==> src/rtl/bird_pkg.sv <==
// Shared types and defaults for the bird frame sequencer.
// FSM state encoding plus the default frame and floor constants.
package bird_pkg;

    localparam int Y_W                   = 7;
    localparam int FLOOR_Y_DEFAULT       = 116;
    localparam int TICK_DIV_DEFAULT      = 833333;
    localparam int HOLDOFF_TICKS_DEFAULT = 3;

    typedef enum logic [2:0] {
        ST_IDLE,
        ST_RST,
        ST_WAIT,
        ST_STEP,
        ST_ERASE,
        ST_DRAW,
        ST_DEAD
    } state_t;

endpackage

==> src/rtl/bird_frame_sequencer_key_press_detect.sv <==
// Two-flop synchroniser for an active-low push button plus a one-cycle
// pulse on the 1->0 edge of the synchronised level.
module key_press_detect (
    input  logic clk,
    input  logic resetLow,
    input  logic key,
    output logic press
);

    // [0],[1]: synchroniser, [2]: previous synchronised level
    logic [2:0] sync;

    // NOTE: sequential state uses non-blocking assignments so every flop samples
    // pre-edge values; buttons idle high, so the chain resets to 1 to avoid a
    // phantom press when reset is released.
    always_ff @(posedge clk or negedge resetLow) begin
        if (!resetLow) sync <= 3'b111;
        else           sync <= {sync[1:0], key};
    end

    assign press = sync[2] & ~sync[1];

endmodule

==> src/rtl/bird_frame_sequencer.sv <==
// Frame controller for the bird motion datapath: frame tick, drop/flap strobe,
// erase/draw plot sequencing and game-over detection. Optional: FLAP_HOLDOFF_EN.
module bird_frame_sequencer
    import bird_pkg::*;
#(
    parameter int TICK_DIV = TICK_DIV_DEFAULT,
    parameter int FLOOR_Y  = FLOOR_Y_DEFAULT
`ifdef FLAP_HOLDOFF_EN
    , parameter int HOLDOFF_TICKS = HOLDOFF_TICKS_DEFAULT
`endif
) (
    input  logic           clk,
    input  logic           resetLow,
    input  logic           start_key,
    input  logic           flap_key,
    input  logic [Y_W-1:0] y_pos,
    input  logic           plot_done,
    output logic           drop_en,
    output logic           flap_active,
    output logic           old_or_current,
    output logic           phys_resetLow,
    output logic           plot_req,
    output logic           plot_erase,
    output logic           game_over,
    output logic           frame_overrun
);

    localparam int                 CNT_W     = $clog2(TICK_DIV);
    localparam logic [CNT_W-1:0]   CNT_LAST  = CNT_W'(TICK_DIV - 1);
    localparam logic [Y_W-1:0]     FLOOR_VAL = Y_W'(FLOOR_Y);

    state_t           state;
    logic [CNT_W-1:0] tick_cnt;
    logic             tick_wrap;
    logic             tick_pend;
    logic             flap_pend;
    logic             start_press;
    logic             flap_press;
    logic             holdoff_clear;
    logic             flap_accept;

    key_press_detect u_start_key (
        .clk      (clk),
        .resetLow (resetLow),
        .key      (start_key),
        .press    (start_press)
    );

    key_press_detect u_flap_key (
        .clk      (clk),
        .resetLow (resetLow),
        .key      (flap_key),
        .press    (flap_press)
    );

    assign tick_wrap = (state != ST_IDLE) && (state != ST_RST) && (tick_cnt == CNT_LAST);

    always_ff @(posedge clk or negedge resetLow) begin
        if (!resetLow)                               tick_cnt <= '0;
        else if (state == ST_IDLE || state == ST_RST) tick_cnt <= '0;
        else if (tick_wrap)                          tick_cnt <= '0;
        else                                         tick_cnt <= tick_cnt + 1'b1;
    end

`ifdef FLAP_HOLDOFF_EN
    localparam int HO_W = (HOLDOFF_TICKS < 1) ? 1 : $clog2(HOLDOFF_TICKS + 1);
    logic [HO_W-1:0] holdoff;

    always_ff @(posedge clk or negedge resetLow) begin
        if (!resetLow)                          holdoff <= '0;
        else if (state == ST_RST)               holdoff <= '0;
        else if (state == ST_STEP && flap_active) holdoff <= HO_W'(HOLDOFF_TICKS);
        else if (tick_wrap && holdoff != '0)    holdoff <= holdoff - 1'b1;
    end

    assign holdoff_clear = (holdoff == '0);
`else
    assign holdoff_clear = 1'b1;
`endif

    // A press during STEP is kept for the following frame.
    assign flap_accept = flap_press && holdoff_clear &&
                         (state inside {ST_WAIT, ST_STEP, ST_ERASE, ST_DRAW});

    always_ff @(posedge clk or negedge resetLow) begin
        if (!resetLow) begin
            state          <= ST_IDLE;
            drop_en        <= 1'b0;
            flap_active    <= 1'b0;
            old_or_current <= 1'b1;
            phys_resetLow  <= 1'b1;
            plot_req       <= 1'b0;
            plot_erase     <= 1'b0;
            game_over      <= 1'b0;
            frame_overrun  <= 1'b0;
            tick_pend      <= 1'b0;
            flap_pend      <= 1'b0;
        end else begin
            // A tick landing while STEP consumes the previous one is a fresh frame.
            if (tick_wrap) begin
                tick_pend <= 1'b1;
                if (tick_pend && state != ST_STEP) frame_overrun <= 1'b1;
            end
            if (flap_accept) flap_pend <= 1'b1;

            case (state)
                ST_IDLE: begin
                    if (start_press) begin
                        state         <= ST_RST;
                        phys_resetLow <= 1'b0;
                    end
                end
                ST_RST: begin
                    state         <= ST_WAIT;
                    phys_resetLow <= 1'b1;
                    tick_pend     <= 1'b0;
                    flap_pend     <= 1'b0;
                end
                ST_WAIT: begin
                    if (tick_pend) begin
                        state       <= ST_STEP;
                        drop_en     <= 1'b1;
                        flap_active <= flap_pend;
                    end
                end
                ST_STEP: begin
                    state          <= ST_ERASE;
                    drop_en        <= 1'b0;
                    flap_active    <= 1'b0;
                    if (!tick_wrap)   tick_pend <= 1'b0;
                    if (!flap_accept) flap_pend <= 1'b0;
                    old_or_current <= 1'b0;
                    plot_erase     <= 1'b1;
                    plot_req       <= 1'b1;
                end
                ST_ERASE: begin
                    // Request stays up: the plotter takes the new attributes as the draw job.
                    if (plot_done) begin
                        state          <= ST_DRAW;
                        old_or_current <= 1'b1;
                        plot_erase     <= 1'b0;
                    end
                end
                ST_DRAW: begin
                    if (plot_done) begin
                        plot_req <= 1'b0;
                        if (y_pos == FLOOR_VAL) begin
                            state     <= ST_DEAD;
                            game_over <= 1'b1;
                        end else begin
                            state <= ST_WAIT;
                        end
                    end
                end
                ST_DEAD: begin
                    if (start_press) begin
                        state         <= ST_RST;
                        game_over     <= 1'b0;
                        phys_resetLow <= 1'b0;
                    end
                end
                default: state <= ST_IDLE;
            endcase
        end
    end

endmodule
==> config.mk <==
export PLATFORM = sky130hd
export DESIGN_NAME = bird_frame_sequencer
export DESIGN_NICKNAME = d
export VERILOG_FILES = /design/src/rtl/bird_pkg.sv /design/src/rtl/bird_frame_sequencer_key_press_detect.sv /design/src/rtl/bird_frame_sequencer.sv
export SDC_FILE = /design/constraint.sdc
export NUM_CORES = 1
export LEC_CHECK = 0
export CAP_MARGIN = 5
export CORE_MARGIN = 5
export CORE_UTILIZATION = 60
export CTS_CLUSTER_SIZE = 30
export DETAILED_ROUTE_END_ITERATION = 12
export GPL_TIMING_DRIVEN = 1
export HOLD_SLACK_MARGIN = 0.02
export PLACE_DENSITY = 0.84
export SYNTH_ARGS = -nofsm -noshare
export SYNTH_HDL_FRONTEND = slang
export SYNTH_SLANG_ARGS = --single-unit
export TNS_END_PERCENT = 5
==> constraint.sdc <==
create_clock -name clk -period 5.1 [get_ports clk]
set_input_delay 1.02 -clock clk [delete_from_list [all_inputs] [get_ports clk]]
set_output_delay 1.02 -clock clk [all_outputs]
set_load 0.02 [all_outputs]
==> results.md, run 1 <==
* Post-route insts no fill at 257
* Reg power frac at 46.1%
* Post-CTS setup buffers at 0
* Max-slew violations at 0
* Antenna Violating Nets Remaining at 0
* Core region area at 3030 sq um
* Fill count at 209
* Met1 wire length at 1.63 mm
* I/O Buffers at 19
* Post-synthesis to final-layout area growth at 17.3%
* Final hold viol count at 0
* Asr flop ratio synth at 100%
* Register area share after synthesis at 52.2%
* Pre-antenna DRT Iters at 6
* Maxcap violations at 0
* Crit Path Category: reg2out
* Vias at 1495
* EDFF count, synth at 0
* Hold Path Class: reg2reg
* Final Cell Area at 2220 sq um
* Max-slew headroom at the worst pin at 62.9%
* Max layer used: met4
* WP buf/inv at 1
* RSZ-0062 raised after global routing: no
* Crit path max fanout at 3
* Number of nets in the layout at 226
* RR Endpoint: tick_cnt[3]
* Leak at 0.887 nW
* Worst Tran Pin Value at 552 ps
* Delay-heaviest family, CP: buffers and inverters
* Final worst-path cycle share at 49.5%
* Post-synth top cells: 32 x nor2_1, 31 x dfrtp_1, 14 x xnor2_1
* Pre-CTS setup slack at 2500 ps
* Final setup margin at 2570 ps
* CP Launch Type: flop
* Status: completed
* TritonCTS clock tree: done
* Crit path time final at 2530 ps
* Post-CTS sizing at 0
* Utilization after layout at 73.3%
* Crit. path cell count at 1
* CTS Buf Count at 5
* FMAX at 396 MHz
* Final Skew at 13.0 ps
* DP HPWL at 2.77 mm
* Detailed Route WL at 3.91 mm
* Power per Cell Area at 414 nW/um^2
* # rows at 20
* Synth area leaders: dfrtp_1 41%, dfstp_2 11%, xnor2_1 6.5%, nor2_1 6.4%, inv_1 2.6%
* Synth warn at 0
* Clock latency at the later pin of the worst-skew pair at 340 ps
* NetSw at 0.305 mW
* Clock Sinks at 39
* IO Pins at 20
* Met3 wire length at 273 microns
* Arrival time at the worst endpoint at 1510 ps
* Final-report setup violation count at 0
* Slowest-stage cell, CP: clkdlybuf4s50_1
* Final hold slack at 365 ps
* Count leader, synth: nor2_1
* Largest net degree at the start of global routing at 40
* PnR Total Power at 0.919 mW
* Max VDD drop at 0.300 mV
* Flop-to-flop setup slack at 2890 ps
* DRT iter0 DRCs at 110
* Synth area leader: dfrtp_1
* Die Area at 4370 sq um
* Distinct cell type count after synthesis at 41
* Drt via density at 5.82
* CP required at 4080 ps
* Die height at 66.1 microns
* Critical Path End: phys_resetLow
* Ant diodes at 0
* CTS root buf: clkbuf_4
* Global-route wire length before repair at 7.04 mm
* CP Capture Type: primary output
* Main synth FF type: dfrtp_1
* Synthesized cell area at 1890 sq um
* H-tree levels at 2
* Mean post-synth cell area at 9.95 sq um
* Depth of the most critical reg-to-reg path at 4
* Worst-path clk slew at 120 ps
* Total track usage at 21.3%
* Syn nets at 204
* Placed cells at 249
* Initial Util at 62.4%
* Residual DRC at 0
* Hold_buf cts at 0
* Wire per inst at 15.2 microns
* Clk network pwr share at 27.5%
* Synth Instances at 190
* #FFs+latches synth at 39
* Gr ovfl total at 0
* Crit-path cells: clkdlybuf4s50_1
* Setup_tns at 0 ps
* Initial antenna violation count at 0
* DR WL met2 at 1.97 mm
* Post-synth top area share at 41.0%
* Clock Tree Buf Depth at 2
* Share of total power in combinational logic at 26.4%
* Share of layout cells above drive strength 1 at 10.8%
* Sw Ratio at 33.2%
* Placer Congestion at 0.862
* Vias in the first global route at 1531
* Critical path's largest stage delay at 600 ps
* R2R Path Start: tick_cnt[6]
* Setup crit start: phys_resetLow
* Cell-internal power at 0.614 mW
* Placement-stage cell area at 2120 sq um
* Die Wd at 66.1 microns
## per-layer routing
layer | global-route usage (%) | vias up
met5 | 0 | -
met4 | 9.39 | 0
met3 | 5.61 | 2
met2 | 34.7 | 51
met1 | 26.6 | 737
li1 | - | 705
## worst min-delay path by stage
stage,depth (start not counted),endpoint,slack (ps),startpoint
3_3_place_gp,0,u_start_key.sync[1],350,u_start_key.sync[0]
6_report,0,u_flap_key.sync[1],370,u_flap_key.sync[0]
4_1_cts,0,u_flap_key.sync[1],370,u_flap_key.sync[0]
2_1_floorplan,0,u_flap_key.sync[1],350,u_flap_key.sync[0]
5_1_grt,0,u_flap_key.sync[1],380,u_flap_key.sync[0]
3_5_place_dp,0,u_flap_key.sync[1],350,u_flap_key.sync[0]
## power groups by stage
stage	sequential, mW	clock [mW]	combinational (mW)
floorplan	0.410	0	0.181
global placement	0.422	0	0.231
detailed placement	0.428	0	0.242
CTS	0.422	0.257	0.244
global route	0.434	0.276	0.267
finish	0.424	0.252	0.243
## cell usage in the layout (no fill, tap or decap), types with 2 or more instances in the layout
master / instances
or3_1: 2
nor2b_1: 3
dfstp_2: 8
o31ai_1: 2
ha_1: 2
mux2i_1: 2
nand4_1: 5
a21oi_1: 8
dfrtp_1: 31
nor3_1: 6
xnor2_1: 14
clkbuf_4: 5
o21ai_0: 8
clkdlybuf4s50_1: 19
nor2_1: 32
nand2_1: 5
a21o_1: 4
o2bb2ai_1: 2
nor4_1: 6
inv_1: 13
nand2b_1: 4
bufinv_16: 2
nand3_1: 8
or3b_2: 2
## sequential cells by signal, indices dropped and copies added, names as in the netlist
register,count
tick_cnt,20
state,3
u_flap_key.sync,3
u_start_key.sync,3
drop_en,1
flap_active,1
flap_pend,1
frame_overrun,1
game_over,1
old_or_current,1
phys_resetLow,1
plot_erase,1
plot_req,1
tick_pend,1
## kinds of logic (layout without fill, tap and decap cells)
family	count (synthesis)	count (layout)	share of synthesized area [%]
buffers and inverters	18	41	3.97
XOR/XNOR	15	15	6.95
adder cells (fa/ha/maj)	2	2	1.32
AO/OA/AOI/OAI	32	32	11.5
AND/OR/NAND/NOR	81	81	22.5
multiplexers	3	3	1.65
flip-flops	39	39	52.2
## final cells by class
cell class / count / area, sq um / area share [%]
Multi-Input combinational cell: 133 / 830 / 37.4
Clock inverter: 2 / 60.1 / 2.71
Clock buffer: 6 / 41.3 / 1.86
Sequential cell: 39 / 986 / 44.4
Inverter: 13 / 48.8 / 2.20
Timing Repair Buffer: 20 / 198 / 8.91
Tap cell: 44 / 55.1 / 2.48
Note: power is estimated with default switching activity, not from simulation.
==> run 2: changes to the inputs <==
--- a/config.mk
+++ b/config.mk
@@ -7,12 +7,12 @@
 export LEC_CHECK = 0
 export CAP_MARGIN = 5
 export CORE_MARGIN = 5
-export CORE_UTILIZATION = 60
+export CORE_UTILIZATION = 55
 export CTS_CLUSTER_SIZE = 30
 export DETAILED_ROUTE_END_ITERATION = 12
 export GPL_TIMING_DRIVEN = 1
 export HOLD_SLACK_MARGIN = 0.02
-export PLACE_DENSITY = 0.84
+export PLACE_DENSITY = 0.78
 export SYNTH_ARGS = -nofsm -noshare
 export SYNTH_HDL_FRONTEND = slang
 export SYNTH_SLANG_ARGS = --single-unit
==> constraint.sdc (replaced) <==
create_clock -name clk -period 2.41 [get_ports clk]
set_input_delay 0.482 -clock clk [delete_from_list [all_inputs] [get_ports clk]]
set_output_delay 0.482 -clock clk [all_outputs]
set_load 0.02 [all_outputs]
==> results.md, run 2 (synthesized netlist as in run 1, its figures left out) <==
* Core region area at 3340 sq um (+10%)
* Gr ovfl total at 0 (unchanged)
* Status: completed
* Post-synthesis to final-layout area growth at 16.9%
* DRT iter0 DRCs at 127 (+15%)
* Final-report setup violation count at 0 (unchanged)
* M1 GR Usage at 20.9% (-5.7 points)
* Post-CTS sizing at 0 (unchanged)
* WP buf/inv at 0 (-1)
* Placed cells at 254 (+2.0%)
* Vias at 1453 (-2.8%)
* HP Start: u_flap_key.sync[0]
* Max VDD drop at 0.529 mV (+76%)
* Residual DRC at 0 (unchanged)
* CTS root buf: clkbuf_4
* PnR Total Power at 1.77 mW (+93%)
* CP required at 2620 ps (-1460 ps)
* Arrival time at the worst endpoint at 2410 ps (+900 ps)
* Drt via density at 5.55 (-4.7%)
* Met3 track demand over resource at 5.35% (-0.26 points)
* Global routing's busiest layer: met2
* Hold Path Class: reg2reg
* Final hold slack at 361 ps (-3.78 ps)
* Global-route wire length before repair at 6.63 mm (-5.9%)
* DP HPWL at 2.77 mm (+0.25%)
* Crit Path Category: reg2reg
* Worst Tran Pin Value at 478 ps (-73.5 ps)
* Clock latency at the later pin of the worst-skew pair at 340 ps (about the same)
* Top reg by flops: tick_cnt
* Setup crit start: tick_cnt[6]
* Worst-path clk slew at 110 ps (about the same)
* Max-slew violations at 0 (unchanged)
* Most common cell after layout, fill and taps aside: nor2_1
* Initial antenna violation count at 0 (unchanged)
* Setup_tns at 0 ps (unchanged)
* Final worst-path cycle share at 91.1%
* Initial Util at 56.7% (-5.8 points)
* Maxcap violations at 0 (unchanged)
* Crit path time final at 2200 ps
* Largest net degree at the start of global routing at 40 (unchanged)
* Delay-heaviest family, CP: simple AND/OR/NAND/NOR gates
* Number of nets in the layout at 229 (+1.3%)
* Detailed Route WL at 3.87 mm (-1.0%)
* Ant diodes at 0 (unchanged)
* Clock Sinks at 39 (unchanged)
* TritonCTS clock tree: done
* Final Skew at 3.24 ps (-9.72 ps)
* CP Launch Type: flop
* Critical path's largest stage delay at 560 ps (-40 ps)
* Vias in the first global route at 1428 (-6.7%)
* Post-CTS setup buffers at 0 (unchanged)
* Post-route insts no fill at 262 (+1.9%)
* Max-slew headroom at the worst pin at 68.1% (+5.2 points)
* Crit-path cells: or4b_1 > or4b_4 > o21ai_4 > nor2_1
* Fill count at 274 (+31%)
* Clock Tree Buf Depth at 2 (unchanged)
* Final hold viol count at 0 (unchanged)
* Total track usage at 19.4% (-1.9 points)
* Pre-CTS setup slack at 242 ps (-2260 ps)
* Max reg flops at 20 (unchanged)
* CP Capture Type: flop
* CTS Buf Count at 5 (unchanged)
* Leak at 0.887 nW (about the same)
* Die height at 68.6 microns (+3.8%)
* Met2 usage at 35.4% (+0.70 points)
* Die Wd at 68.6 microns (+3.8%)
* Antenna Violating Nets Remaining at 0 (unchanged)
* FMAX at 455 MHz
* Hold_buf cts at 0 (unchanged)
* Wire per inst at 14.8 microns (-2.9%)
* Slowest-stage cell, CP: or4b_4
* Placer Congestion at 0.877 (+1.7%)
* Power per Cell Area at 801 nW/um^2 (+93%)
* Die Area at 4710 sq um (+7.7%)
* Share of layout cells above drive strength 1 at 12.0% (+1.2 points)
* IO Pins at 20 (unchanged)
* I/O Buffers at 19 (unchanged)
* Pre-antenna DRT Iters at 4 (-2)
* RSZ-0062 raised after global routing: no
* # rows at 21 (+5.0%)
* H-tree levels at 2 (unchanged)
* Final setup margin at 214 ps (-2360 ps)
* Crit path max fanout at 18 (+15)
* R2R Path Start: tick_cnt[6]
* Most frequent cells in the layout: 32 x nor2_1, 31 x dfrtp_1, 19 x clkdlybuf4s50_1, 14 x xnor2_1, 13 x inv_1
## run 2: cell count changes in the layout (fill, tap and decap cells not counted), sizes merged
cell / before / now
bufinv: 2 / 0
clkbuf: 6 / 8
buf: 1 / 4
## run 2: metal layers
metal,wire length (microns),vias to the layer above
met4,58,0
met2,2000,47
met3,262,5
li1,-,714
met1,1550,687
met5,0,-
## run 2: final timing paths
kind | endpoint | slack (ps) | cells after the start
hold / removal | u_flap_key.sync[1] | 360 | 0
setup reg to reg | tick_cnt[10] | 210 | 4
min in group asynchronous | game_over | 550 | 2
max in group asynchronous | u_start_key.sync[0] | 1500 | 2
hold reg to reg | u_flap_key.sync[1] | 360 | 0
setup / recovery | tick_cnt[10] | 210 | 4
## run 2: cell type report
type                            count  area [sq um]  share of cell area, %
Inverter                           13          48.8                   2.21
Tap cell                           46          57.6                   2.60
Sequential cell                    39           986                   44.6
Multi-Input combinational cell    133           830                   37.5
Clock buffer                        8          68.8                   3.11
Timing Repair Buffer               23           220                   9.96
## run 2: where the power goes
part	switching, mW	internal [mW]	total, mW
Clock	0.199	0.172	0.370
Combinational	0.289	0.223	0.512
Sequential	0.135	0.754	0.889
## run 2: per-stage QoR
| stage | instance area, sq um | util, % |
|---|---|---|
| finish | 2210 | 66.3 |
| floorplan | 1890 | - |
| CTS | 2210 | 66.3 |
| detailed placement | 2140 | 64.2 |
| global route | 2210 | 66.3 |
| global placement | 2140 | 64.2 |
==> run 3: changes to the inputs <==
--- a/config.mk
+++ b/config.mk
@@ -8,7 +8,7 @@
 export CAP_MARGIN = 5
 export CORE_MARGIN = 5
 export CORE_UTILIZATION = 55
-export CTS_CLUSTER_SIZE = 30
+export CTS_CLUSTER_SIZE = 25
 export DETAILED_ROUTE_END_ITERATION = 12
 export GPL_TIMING_DRIVEN = 1
 export HOLD_SLACK_MARGIN = 0.02
==> results of run 3 <==
Same layout as run 2: the final DEF is identical, and so are final timing and power.
